$ cat config.mk
export PLATFORM = sky130hd
export DESIGN_NAME = playback_timer
export DESIGN_NICKNAME = d
export VERILOG_FILES = /design/src/rtl/player_pkg.sv /design/src/rtl/mmss_converter.sv /design/src/rtl/playback_timer.sv
export SDC_FILE = /design/constraint.sdc
export NUM_CORES = 1
export LEC_CHECK = 0
export CORE_MARGIN = 2
export CORE_UTILIZATION = 45
export DETAILED_ROUTE_END_ITERATION = 6
export PLACE_DENSITY = 0.72
export SETUP_SLACK_MARGIN = 0.1
export SYNTH_ARGS = -nofsm -noshare
export SYNTH_HDL_FRONTEND = slang
export SYNTH_SLANG_ARGS = --single-unit
export TNS_END_PERCENT = 20
$ cat constraint.sdc
create_clock -name clock -period 4.4 [get_ports clock]
set_input_delay 1.32 -clock clock [delete_from_list [all_inputs] [get_ports clock]]
set_output_delay 1.32 -clock clock [all_outputs]
set_load 0.1 [all_outputs]
$ cat src/rtl/player_pkg.sv
// rtl/player_pkg.sv - shared types and constants for the playback timer and its digit converter
package player_pkg;

  typedef enum logic [1:0] {
    SPD_1X     = 2'd0,
    SPD_2X     = 2'd1,
    SPD_HALF   = 2'd2,
    SPD_1X_ALT = 2'd3
  } speed_e;

  typedef enum logic [1:0] {
    CONV_IDLE = 2'd0,
    CONV_MIN  = 2'd1,
    CONV_TENS = 2'd2,
    CONV_DONE = 2'd3
  } conv_state_e;

  localparam logic [2:0] STEP_1X     = 3'd2;
  localparam logic [2:0] STEP_2X     = 3'd4;
  localparam logic [2:0] STEP_HALF   = 3'd1;
  localparam logic [2:0] STEP_1X_ALT = 3'd2;

  localparam int POS_FRAC_BITS = 4;
  localparam int POS_W         = 14;
  localparam int SEC_W         = 10;

  localparam logic [SEC_W-1:0] MAX_SONG_SEC = 10'd599;
  localparam logic [SEC_W-1:0] SEC_60       = 10'd60;
  localparam logic [SEC_W-1:0] SEC_120      = 10'd120;
  localparam logic [SEC_W-1:0] SEC_10       = 10'd10;
  localparam logic [SEC_W-1:0] SEC_20       = 10'd20;

  function automatic logic [2:0] step_for(input logic [1:0] spd);
    case (spd)
      SPD_2X:     return STEP_2X;
      SPD_HALF:   return STEP_HALF;
      SPD_1X_ALT: return STEP_1X_ALT;
      default:    return STEP_1X;
    endcase
  endfunction

endpackage

$ cat src/rtl/mmss_converter.sv
// rtl/mmss_converter.sv - iterative seconds to m:ss digit converter, digits updated atomically
module mmss_converter
  import player_pkg::*;
(
  input  logic             clock,
  input  logic             reset,
  input  logic             start_i,
  input  logic [SEC_W-1:0] sec_in_i,
  output logic             busy_o,
  output logic [3:0]       min_d_o,
  output logic [3:0]       sec_t_o,
  output logic [3:0]       sec_o_o
);

  conv_state_e      state_q;
  logic [SEC_W-1:0] last_q;
  logic [SEC_W-1:0] rem_q;
  logic [3:0]       min_q;
  logic [3:0]       tens_q;

  assign busy_o = (state_q != CONV_IDLE);

  // Each subtract stage leaves on the same cycle as its last subtraction,
  // so the worst case (599) completes in 16 cycles from the latch.
  always_ff @(posedge clock or posedge reset) begin
    if (reset) begin
      state_q <= CONV_IDLE;
      last_q  <= '0;
      rem_q   <= '0;
      min_q   <= '0;
      tens_q  <= '0;
      min_d_o <= '0;
      sec_t_o <= '0;
      sec_o_o <= '0;
    end else begin
      case (state_q)
        CONV_IDLE: begin
          if (start_i && (sec_in_i != last_q)) begin
            last_q  <= sec_in_i;
            rem_q   <= (sec_in_i > MAX_SONG_SEC) ? MAX_SONG_SEC : sec_in_i;
            min_q   <= '0;
            tens_q  <= '0;
            state_q <= CONV_MIN;
          end
        end
        CONV_MIN: begin
          if (rem_q >= SEC_60) begin
            rem_q <= rem_q - SEC_60;
            min_q <= min_q + 4'd1;
          end
          if (rem_q < SEC_120) state_q <= CONV_TENS;
        end
        CONV_TENS: begin
          if (rem_q >= SEC_10) begin
            rem_q  <= rem_q - SEC_10;
            tens_q <= tens_q + 4'd1;
          end
          if (rem_q < SEC_20) state_q <= CONV_DONE;
        end
        CONV_DONE: begin
          min_d_o <= min_q;
          sec_t_o <= tens_q;
          sec_o_o <= rem_q[3:0];
          state_q <= CONV_IDLE;
        end
      endcase
    end
  end

endmodule

$ cat src/rtl/playback_timer.sv
// rtl/playback_timer.sv - song position tracker: tick divider, seeks, end-of-song detection, mm:ss digits
module playback_timer
  import player_pkg::*;
#(
  parameter int CLK_HZ   = 100_000_000,
  parameter int TICK_DIV = CLK_HZ / 8,
  parameter int SEEK_SEC = 5
) (
  input  logic             clock,
  input  logic             reset,
  input  logic             play_i,
  input  logic             song_change_i,
  input  logic             forward_i,
  input  logic             backward_i,
  input  logic             repeat_i,
  input  logic [1:0]       speed_i,
  input  logic [SEC_W-1:0] song_len_i,
  output logic             playing_o,
  output logic             song_finished_o,
  output logic [SEC_W-1:0] elapsed_sec_o,
  output logic [3:0]       min_d_o,
  output logic [3:0]       sec_t_o,
  output logic [3:0]       sec_o_o
);

  localparam int DIV_W = (TICK_DIV > 1) ? $clog2(TICK_DIV) : 1;
  localparam logic [DIV_W-1:0] DIV_LAST = DIV_W'(TICK_DIV - 1);
  localparam logic [POS_W:0]   SEEK_POS = (POS_W + 1)'(SEEK_SEC << POS_FRAC_BITS);

  logic [DIV_W-1:0] div_q, div_d;
  logic [POS_W-1:0] pos_q, pos_d;
  logic             playing_q, playing_d;
  logic             finished_q, finished_d;

  logic             tick;
  logic             upd;
  logic             at_end;
  logic [POS_W:0]   pos_upd;

  // The divider keeps running through a seek; only the tick's step is lost.
  always_comb begin
    tick    = playing_q && (div_q == DIV_LAST);
    div_d   = div_q;
    if (playing_q) div_d = tick ? '0 : div_q + DIV_W'(1);

    upd     = 1'b0;
    pos_upd = {1'b0, pos_q};
    if (forward_i && !backward_i) begin
      upd     = 1'b1;
      pos_upd = {1'b0, pos_q} + SEEK_POS;
    end else if (backward_i && !forward_i) begin
      upd     = 1'b1;
      pos_upd = ({1'b0, pos_q} >= SEEK_POS) ? ({1'b0, pos_q} - SEEK_POS) : '0;
    end else if (tick) begin
      upd     = 1'b1;
      pos_upd = {1'b0, pos_q} + (POS_W + 1)'(step_for(speed_i));
    end

    at_end     = upd && (pos_upd[POS_W:POS_FRAC_BITS] >= {1'b0, song_len_i});
    pos_d      = pos_upd[POS_W-1:0];
    finished_d = 1'b0;
    if (song_change_i) begin
      pos_d = '0;
      div_d = '0;
    end else if (at_end) begin
      pos_d      = '0;
      div_d      = '0;
      finished_d = !repeat_i;
    end

    playing_d = playing_q ^ play_i;
  end

  always_ff @(posedge clock or posedge reset) begin
    if (reset) begin
      div_q      <= '0;
      pos_q      <= '0;
      playing_q  <= 1'b0;
      finished_q <= 1'b0;
    end else begin
      div_q      <= div_d;
      pos_q      <= pos_d;
      playing_q  <= playing_d;
      finished_q <= finished_d;
    end
  end

  assign playing_o       = playing_q;
  assign song_finished_o = finished_q;
  assign elapsed_sec_o   = pos_q[POS_W-1:POS_FRAC_BITS];

  // The converter tracks its own last value, so it may be requested every cycle.
  mmss_converter u_conv (
    .clock    (clock),
    .reset    (reset),
    .start_i  (1'b1),
    .sec_in_i (elapsed_sec_o),
    .busy_o   (),
    .min_d_o  (min_d_o),
    .sec_t_o  (sec_t_o),
    .sec_o_o  (sec_o_o)
  );

endmodule

==> results of run 1 <==
## area by class of cell
cell class,instances,area [µm²],area share
tap,176,220,0.0290
multi-input combinational,500,3830,0.504
clock buffer,14,264,0.0348
inverter,51,195,0.0257
clock inverter,2,35.0,0.00462
timing repair buffer,109,995,0.131
sequential,82,2050,0.270
## stage by stage
stage          power [mW]   util  cells  area [µm²]
3_5_place_dp         4.15  0.527    913        6950
3_3_place_gp         4.07  0.527    913        6950
5_1_grt              5.44  0.575    934        7590
4_1_cts              5.02  0.562    931        7410
2_1_floorplan        3.39      -    687        6140
6_report             5.11  0.575    934        7590
## logic make-up (layout without fill, tap and decap cells)
group,after synthesis,count (layout),share of synthesized area
AO/OA/AOI/OAI,185,185,0.219
flip-flops,82,82,0.340
adder cells (fa/ha/maj),32,32,0.0676
buffers and inverters,105,176,0.0836
AND/OR/NAND/NOR,231,231,0.203
multiplexers,26,26,0.0479
XOR/XNOR,26,26,0.0390
## power groups by stage
stage	sequential (mW)	clock [mW]	combinational [mW]
floorplan	1.40	0	1.99
global placement	1.14	0	2.93
detailed placement	1.15	0	3.00
CTS	1.14	0.794	3.09
global route	1.17	0.824	3.44
finish	1.14	0.773	3.19
## Yosys cell counts (5+ instances only)
master and n:
sky130_fd_sc_hd__and3_1 8, sky130_fd_sc_hd__nor2b_1 11, sky130_fd_sc_hd__buf_6 6, sky130_fd_sc_hd__nor3_1 19
sky130_fd_sc_hd__xor2_1 19, sky130_fd_sc_hd__a21boi_0 5, sky130_fd_sc_hd__o2111ai_1 5, sky130_fd_sc_hd__mux2_2 23
sky130_fd_sc_hd__or3_1 6, sky130_fd_sc_hd__o221ai_1 14, sky130_fd_sc_hd__nand4_1 13, sky130_fd_sc_hd__inv_1 49
sky130_fd_sc_hd__nand2_1 54, sky130_fd_sc_hd__buf_4 14, sky130_fd_sc_hd__clkbuf_1 23, sky130_fd_sc_hd__nor2_1 46
sky130_fd_sc_hd__nand3_1 21, sky130_fd_sc_hd__o21ai_0 38, sky130_fd_sc_hd__a31oi_1 10, sky130_fd_sc_hd__xnor2_1 6
sky130_fd_sc_hd__ha_1 31, sky130_fd_sc_hd__buf_2 6, sky130_fd_sc_hd__dfrtp_1 82, sky130_fd_sc_hd__a21oi_1 28
sky130_fd_sc_hd__a21o_1 7, sky130_fd_sc_hd__o211ai_1 13, sky130_fd_sc_hd__o22ai_1 9, sky130_fd_sc_hd__and2_1 5
sky130_fd_sc_hd__nor4_1 17, sky130_fd_sc_hd__o31ai_1 9
## registers in the layout, indices dropped and copies added, names as in the netlist
name,flops
u_conv.last_q,10
u_conv.state_q,2
u_conv.min_d_o,4
u_conv.sec_t_o,4
u_conv.rem_q,10
song_finished_o,1
pos_q,14
div_q,24
u_conv.tens_q,4
u_conv.min_q,4
playing_o,1
u_conv.sec_o_o,4
## worst paths after layout
| path | slack (ns) | from | endpoint | cells after the start |
|---|---|---|---|---|
| worst max-delay path | 0.002 | speed_i[0] | div_q[0] | 19 |
| min in group asynchronous | 1.43 | reset | u_conv.state_q[0] | 2 |
| worst max register to register | 0.33 | pos_q[5] | div_q[0] | 15 |
| worst min register to register | 0.51 | u_conv.sec_o_o[3] | u_conv.sec_o_o[3] | 1 |
| max in group asynchronous | 2.14 | reset | div_q[20] | 3 |
| worst min-delay path | 0.51 | u_conv.sec_o_o[3] | u_conv.sec_o_o[3] | 1 |
## per-layer routing
metal  up-vias  routed length, µm
met5         -                  0
met4         0                466
met3        56               1080
met2       246               8030
met1      2749               7040
li1       2659                  -
## repair_timing
item,4_1_cts,5_1_grt
pin swaps,25,31
gates resized for setup,49,34
setup endpoints to repair,39,39
hold buffers,0,0
buffers inserted,2,3
==> results.rst, run 1 <==
.. list-table::
   :header-rows: 1

   * - Metric
     - Value
   * - Final worst hold slack
     - 0.506 ns
   * - Crit path setup slack, layout
     - 0.00177 ns
   * - Detailed Place HPWL
     - 11,800 µm
   * - Warnings from Yosys
     - 0
   * - Post-Syn Nets
     - 738
   * - Clock latency of the later-clocked register in the worst-skew pair
     - 0.35 ns
   * - Endpoint type of the worst setup path
     - flip-flop
   * - M3 GR Usage
     - 0.0456
   * - Arrival time at the worst endpoint
     - 4.62 ns
   * - Root Driver
     - sky130_fd_sc_hd__clkbuf_16
   * - Static leakage power
     - 3.23 nW
   * - TritonCTS clock tree
     - yes
   * - Layout overhead on the synthesized area
     - 25.8%
   * - Area share of the largest cell type after synthesis
     - 0.340
   * - Mean area per synthesized cell
     - 8.78 µm²
   * - Data required time at the worst endpoint
     - 4.62 ns
   * - Post-Route Skew
     - 0.00829 ns
   * - Number of instances in the synthesized netlist
     - 687
   * - Top flip-flop cell by instance count after synthesis
     - sky130_fd_sc_hd__dfrtp_1
   * - CP bufs+invs
     - 5
   * - Switching power share of the total
     - 0.489
   * - Via-to-Cell Ratio
     - 6.11
   * - Number of storage elements in the synthesis netlist
     - 82
   * - Maximum fanout count along the critical path
     - 7
   * - Share of power burned in the clock network
     - 0.151
   * - Post-route minimum period
     - 4.40 ns
   * - Global router's overall resource usage
     - 0.237
   * - I/O pin total
     - 43
   * - Worst Max-Slew Pin Slew
     - 0.981 ns
   * - Clock-pin slew of the registers on the worst-case setup and hold paths
     - 0.06 ns
   * - Library cells used by synthesis
     - 83
   * - Die boundary width
     - 120 µm
   * - Family with the most delay on the worst path
     - compound AO/OA/AOI/OAI gates
   * - Largest cells by area after synthesis
     - sky130_fd_sc_hd__dfrtp_1 34%, sky130_fd_sc_hd__ha_1 6.4%, sky130_fd_sc_hd__mux2_2 4.3%
   * - Type of element launching the critical path
     - primary input
   * - Met1 usage in global routing
     - 0.304
   * - Internal portion of total power
     - 2.61 mW
   * - Global placer's final weighted congestion
     - 0.936
   * - Most common cell after layout, fill and taps aside
     - sky130_fd_sc_hd__dfrtp_1
   * - TritonCTS buffer count
     - 9
   * - Buffers added on ports
     - 42
   * - Switching pwr
     - 2.50 mW
   * - Sequential share of the synthesized area
     - 0.340
   * - Vias after detailed routing
     - 5,710
   * - Run status
     - finished, final reports clean
   * - Stage delay of the slowest cell on the critical path
     - 0.37 ns
   * - Area leader, netlist
     - sky130_fd_sc_hd__dfrtp_1
   * - Post-detailed-routing wire length
     - 16,600 µm
   * - RSZ-0062 raised after global routing
     - yes
   * - H-tree depth
     - 3
   * - Die height
     - 120 µm
   * - Worst slack at placement
     - -1.12 ns
   * - Fraction of final layout cells with drive strength greater than 1
     - 0.239
   * - Post-route DRC violation count
     - 0
   * - Largest net degree at the start of global routing
     - 42
   * - Core Region
     - 0.0132 mm²
   * - Number of hold violations in the final report
     - 0
   * - Logic gate share of total power
     - 0.625
   * - Cells along the critical path
     - buf_8, buf_6, ha_4, ha_4, buf_4, nor2b_4, o21ai_4, nor4_4, a221oi_1, o22ai_1, ha_1, nand2_1, nor2_1, a21oi_2, o211a_4, buf_12, o211ai_4, buf_6, mux2i_1
   * - Critical path type
     - in -> reg
   * - Crit share post-route
     - 1.00
   * - Commonest cells after routing, fill and taps aside
     - 82 x sky130_fd_sc_hd__dfrtp_1, 59 x sky130_fd_sc_hd__buf_4, 53 x sky130_fd_sc_hd__nand2_1
   * - Deepest clock path buffer count
     - 2
   * - Initial core utilization
     - 0.457
   * - Number of filler cells placed in the layout
     - 1,147
   * - Number of synthesized flops with an enable pin
     - 0
   * - Count of nets left with antenna violations after detail routing
     - 0
   * - PD cells
     - 673 mW/mm²
   * - First-pass GRT wire length
     - 27,400 µm
   * - Antenna Diode Count
     - 0
   * - Detail-routed net length per standard cell
     - 17.8 µm
   * - Vias in the first global route
     - 5,632
   * - Number of antenna violations at the first check in global routing
     - 0
   * - Sequential share of power
     - 0.223
   * - Ys async rst share
     - 1.00
   * - Maximum clock rate
     - 227 MHz
   * - Maximum ir drop on the vdd rail
     - 0.000319 V
   * - Sink Count
     - 82
   * - Met2 capacity usage during global routing
     - 0.396
   * - Total Nets Final
     - 804
   * - Busiest grt layer
     - met2
   * - Total Negative Setup Slacks
     - 0 ns
   * - Hold/Removal Path Class
     - reg -> reg
   * - Crit-path slowest cell
     - sky130_fd_sc_hd__a221oi_1
   * - Post-synthesis instance area
     - 0.00603 mm²
   * - Final setup fails
     - 0
   * - Total overflow reported by the global router
     - 0
   * - Number of search-and-repair iterations in the first detailed-routing pass
     - 6
   * - Rows
     - 42
   * - Die area
     - 0.0143 mm²
   * - Maxcap violations
     - 0
   * - Initial drt markers
     - 517
   * - Final Slew Violations
     - 0
   * - Max transition margin
     - 0.344
No activity file was read; power rests on OpenSTA's default activity.
==> inputs of run 2 (changes only) <==
Settings changed: RECOVER_POWER set to 50.
==> results.rst, run 2 (synthesized netlist as in run 1, its figures left out) <==
.. list-table::
   :header-rows: 1

   * - Metric
     - Value
   * - Sink Count
     - 82 (unchanged)
   * - Maximum clock rate
     - 228 MHz (was 227 MHz)
   * - CP bufs+invs
     - 4 (was 5)
   * - Initial core utilization
     - 0.457 (unchanged)
   * - Die boundary width
     - 120 µm (unchanged)
   * - Max FFs per register
     - 24 (unchanged)
   * - H-tree depth
     - 3 (unchanged)
   * - Family with the most delay on the worst path
     - compound AO/OA/AOI/OAI gates (unchanged)
   * - I/O pin total
     - 43 (unchanged)
   * - TritonCTS clock tree
     - yes (unchanged)
   * - Total Nets Final
     - 804 (unchanged)
   * - Buffers added on ports
     - 42 (unchanged)
   * - Final Slew Violations
     - 42 (was 0)
   * - Maximum fanout count along the critical path
     - 7 (unchanged)
   * - Arrival time at the worst endpoint
     - 4.63 ns (was 4.62 ns)
   * - Maximum ir drop on the vdd rail
     - 0.000320 V (was 0.000319 V)
   * - Most common cell after layout, fill and taps aside
     - sky130_fd_sc_hd__dfrtp_1 (unchanged)
   * - Hold bufs inserted after CTS
     - 0 (unchanged)
   * - Die area
     - 0.0143 mm² (unchanged)
   * - Post-layout total power
     - 5.11 mW (about the same)
   * - Cells along the critical path
     - buf_8, inv_4, ha_4, ha_4, inv_2, fa_2, nor2b_4, o21ai_4, nor4_4, xnor2_1, a221oi_2, ha_1, a21oi_2, o21ai_2, a21oi_2, o211a_4, buf_12, o211ai_4, o311ai_2 (was buf_8, buf_6, ha_4, ha_4, buf_4, nor2b_4, o21ai_4, nor4_4, a221oi_1, o22ai_1, ha_1, nand2_1, nor2_1, a21oi_2, o211a_4, buf_12, o211ai_4, buf_6, mux2i_1)
   * - First-pass GRT wire length
     - 27,400 µm (unchanged)
   * - Crit-path slowest cell
     - sky130_fd_sc_hd__fa_2 (was sky130_fd_sc_hd__a221oi_1)
   * - Utilization after layout
     - 0.575 (about the same)
   * - Count of nets left with antenna violations after detail routing
     - 0 (unchanged)
   * - Crit share post-route
     - 0.997 (was 1.00)
   * - Endpoint type of the worst setup path
     - flip-flop (unchanged)
   * - Post-route minimum period
     - 4.39 ns (was 4.40 ns)
   * - Initial drt markers
     - 530 (was 517)
   * - Number of cells on the worst reg-to-reg path
     - 15 (unchanged)
   * - Met1 usage in global routing
     - 0.304 (unchanged)
   * - Commonest cells after routing, fill and taps aside
     - 82 x sky130_fd_sc_hd__dfrtp_1, 57 x sky130_fd_sc_hd__buf_4, 53 x sky130_fd_sc_hd__nand2_1 (was 82 x sky130_fd_sc_hd__dfrtp_1, 59 x sky130_fd_sc_hd__buf_4, 53 x sky130_fd_sc_hd__nand2_1)
   * - Post-detailed-routing wire length
     - 16,600 µm (about the same)
   * - Core Region
     - 0.0132 mm² (unchanged)
   * - Root Driver
     - sky130_fd_sc_hd__clkbuf_16 (unchanged)
   * - Max transition margin
     - -0.341 (was 0.344)
   * - Critical path type
     - in -> reg (unchanged)
   * - Detailed Place HPWL
     - 11,800 µm (unchanged)
   * - Final setup fails
     - 0 (unchanged)
   * - RSZ-0062 raised after global routing
     - yes (unchanged)
   * - Vias in the first global route
     - 5,632 (unchanged)
   * - Layout overhead on the synthesized area
     - 25.7% (was 25.8%)
   * - Vias after detailed routing
     - 5,691 (was 5,710)
   * - Via-to-Cell Ratio
     - 6.09 (was 6.11)
   * - Inst Count DP
     - 913 (unchanged)
   * - Maxcap violations
     - 1 (was 0)
   * - Clock latency of the later-clocked register in the worst-skew pair
     - 0.35 ns (about the same)
   * - Crit. path cell count
     - 19 (unchanged)
   * - Crit path setup slack, layout
     - 0.0116 ns (was 0.00177 ns)
   * - Total Negative Setup Slacks
     - 0 ns (unchanged)
   * - Number of antenna violations at the first check in global routing
     - 0 (unchanged)
   * - TritonCTS buffer count
     - 9 (unchanged)
   * - PD cells
     - 674 mW/mm² (was 673 mW/mm²)
   * - Worst Max-Slew Pin Slew
     - 2.00 ns (was 0.981 ns)
   * - Deepest clock path buffer count
     - 2 (unchanged)
   * - M3 GR Usage
     - 0.0456 (unchanged)
   * - Largest net degree at the start of global routing
     - 42 (unchanged)
   * - Post-Route Skew
     - 0.00853 ns (was 0.00829 ns)
   * - Cells on Worst Hold Path
     - 1 (unchanged)
   * - Largest registers
     - div_q x24, pos_q x14 (unchanged)
   * - Antenna Diode Count
     - 0 (unchanged)
   * - Register ranked first by flip-flop count
     - div_q (unchanged)
   * - Static leakage power
     - 3.22 nW (was 3.23 nW)
   * - Failing checks
     - capacitance limit, slew limit
   * - Global placer's final weighted congestion
     - 0.936 (unchanged)
   * - Post-route DRC violation count
     - 0 (unchanged)
   * - Number of search-and-repair iterations in the first detailed-routing pass
     - 5 (was 6)
   * - Hold/Removal Path Class
     - reg -> reg (unchanged)
   * - Worst slack at placement
     - -1.12 ns (unchanged)
   * - Type of element launching the critical path
     - primary input (unchanged)
   * - Rows
     - 42 (unchanged)
   * - Number of hold violations in the final report
     - 0 (unchanged)
   * - Data required time at the worst endpoint
     - 4.64 ns (was 4.62 ns)
   * - Stage delay of the slowest cell on the critical path
     - 0.39 ns (was 0.37 ns)
   * - Non-filler cells, final
     - 934 (unchanged)
   * - Global router's overall resource usage
     - 0.237 (unchanged)
   * - Fraction of final layout cells with drive strength greater than 1
     - 0.236 (was 0.239)
   * - Met2 capacity usage during global routing
     - 0.396 (unchanged)
   * - Busiest grt layer
     - met2 (unchanged)
   * - Clock-pin slew of the registers on the worst-case setup and hold paths
     - 0.06 ns (about the same)
   * - Detail-routed net length per standard cell
     - 17.8 µm (about the same)
   * - Die height
     - 120 µm (unchanged)
   * - Total overflow reported by the global router
     - 0 (unchanged)
   * - Run status
     - complete, but fails checks (was finished, final reports clean)
## run 2: layout make-up
| class | count | area [µm²] |
|---|---|---|
| Fill cell | 1146 | 5610 |
| Multi-Input combinational cell | 500 | 3830 |
| Sequential cell | 82 | 2050 |
| Timing Repair Buffer | 109 | 987 |
| Clock buffer | 14 | 264 |
| Tap cell | 176 | 220 |
| Inverter | 51 | 195 |
| Clock inverter | 2 | 35.0 |
## run 2: timing repair
| action | 4_1_cts | 5_1_grt |
|---|---|---|
| setup buffers | 2 | 3 |
| gates resized for setup | 49 | 34 |
| cloned | 0 | 0 |
| pin swaps | 25 | 31 |
| setup endpoints to repair | 39 | 39 |
## run 2: power breakdown
part,internal [mW],switching [mW],total (mW)
logic,1.18,2.01,3.19
registers,0.956,0.184,1.14
clock network,0.471,0.305,0.776
## run 2: layer usage
layer | share of wire | wire [µm]
met1 | 0.43 | 7110
met4 | 0.025 | 411
met2 | 0.49 | 8050
met5 | 0 | 0
met3 | 0.062 | 1020
## run 2: stage by stage
step	cell area (µm²)	hold WS, ns
floorplan	6140	0.479
global placement	6950	0.491
CTS	7410	0.509
finish	7580	0.505
detailed placement	6950	0.496
global route	7580	0.523
## run 2: path summary, 6_finish.rpt
path	start	end	slack, ns
setup / recovery	speed_i[0]	div_q[18]	0.01
hold / removal	u_conv.sec_o_o[3]	u_conv.sec_o_o[3]	0.51
setup reg to reg	pos_q[5]	div_q[0]	0.31
hold reg to reg	u_conv.sec_o_o[3]	u_conv.sec_o_o[3]	0.51
max in group asynchronous	reset	u_conv.min_q[1]	0.99
min in group asynchronous	reset	u_conv.state_q[0]	1.95
## run 2: worst register-to-register path: cells and delay by family, from the launching register on
family                   cells  cell delay, ns
AO/OA/AOI/OAI                7            2.03
adder cells (fa/ha/maj)      1            0.32
buffers and inverters        2            0.30
flip-flops                   1            0.38
multiplexers                 1            0.05
AND/OR/NAND/NOR              4            0.89
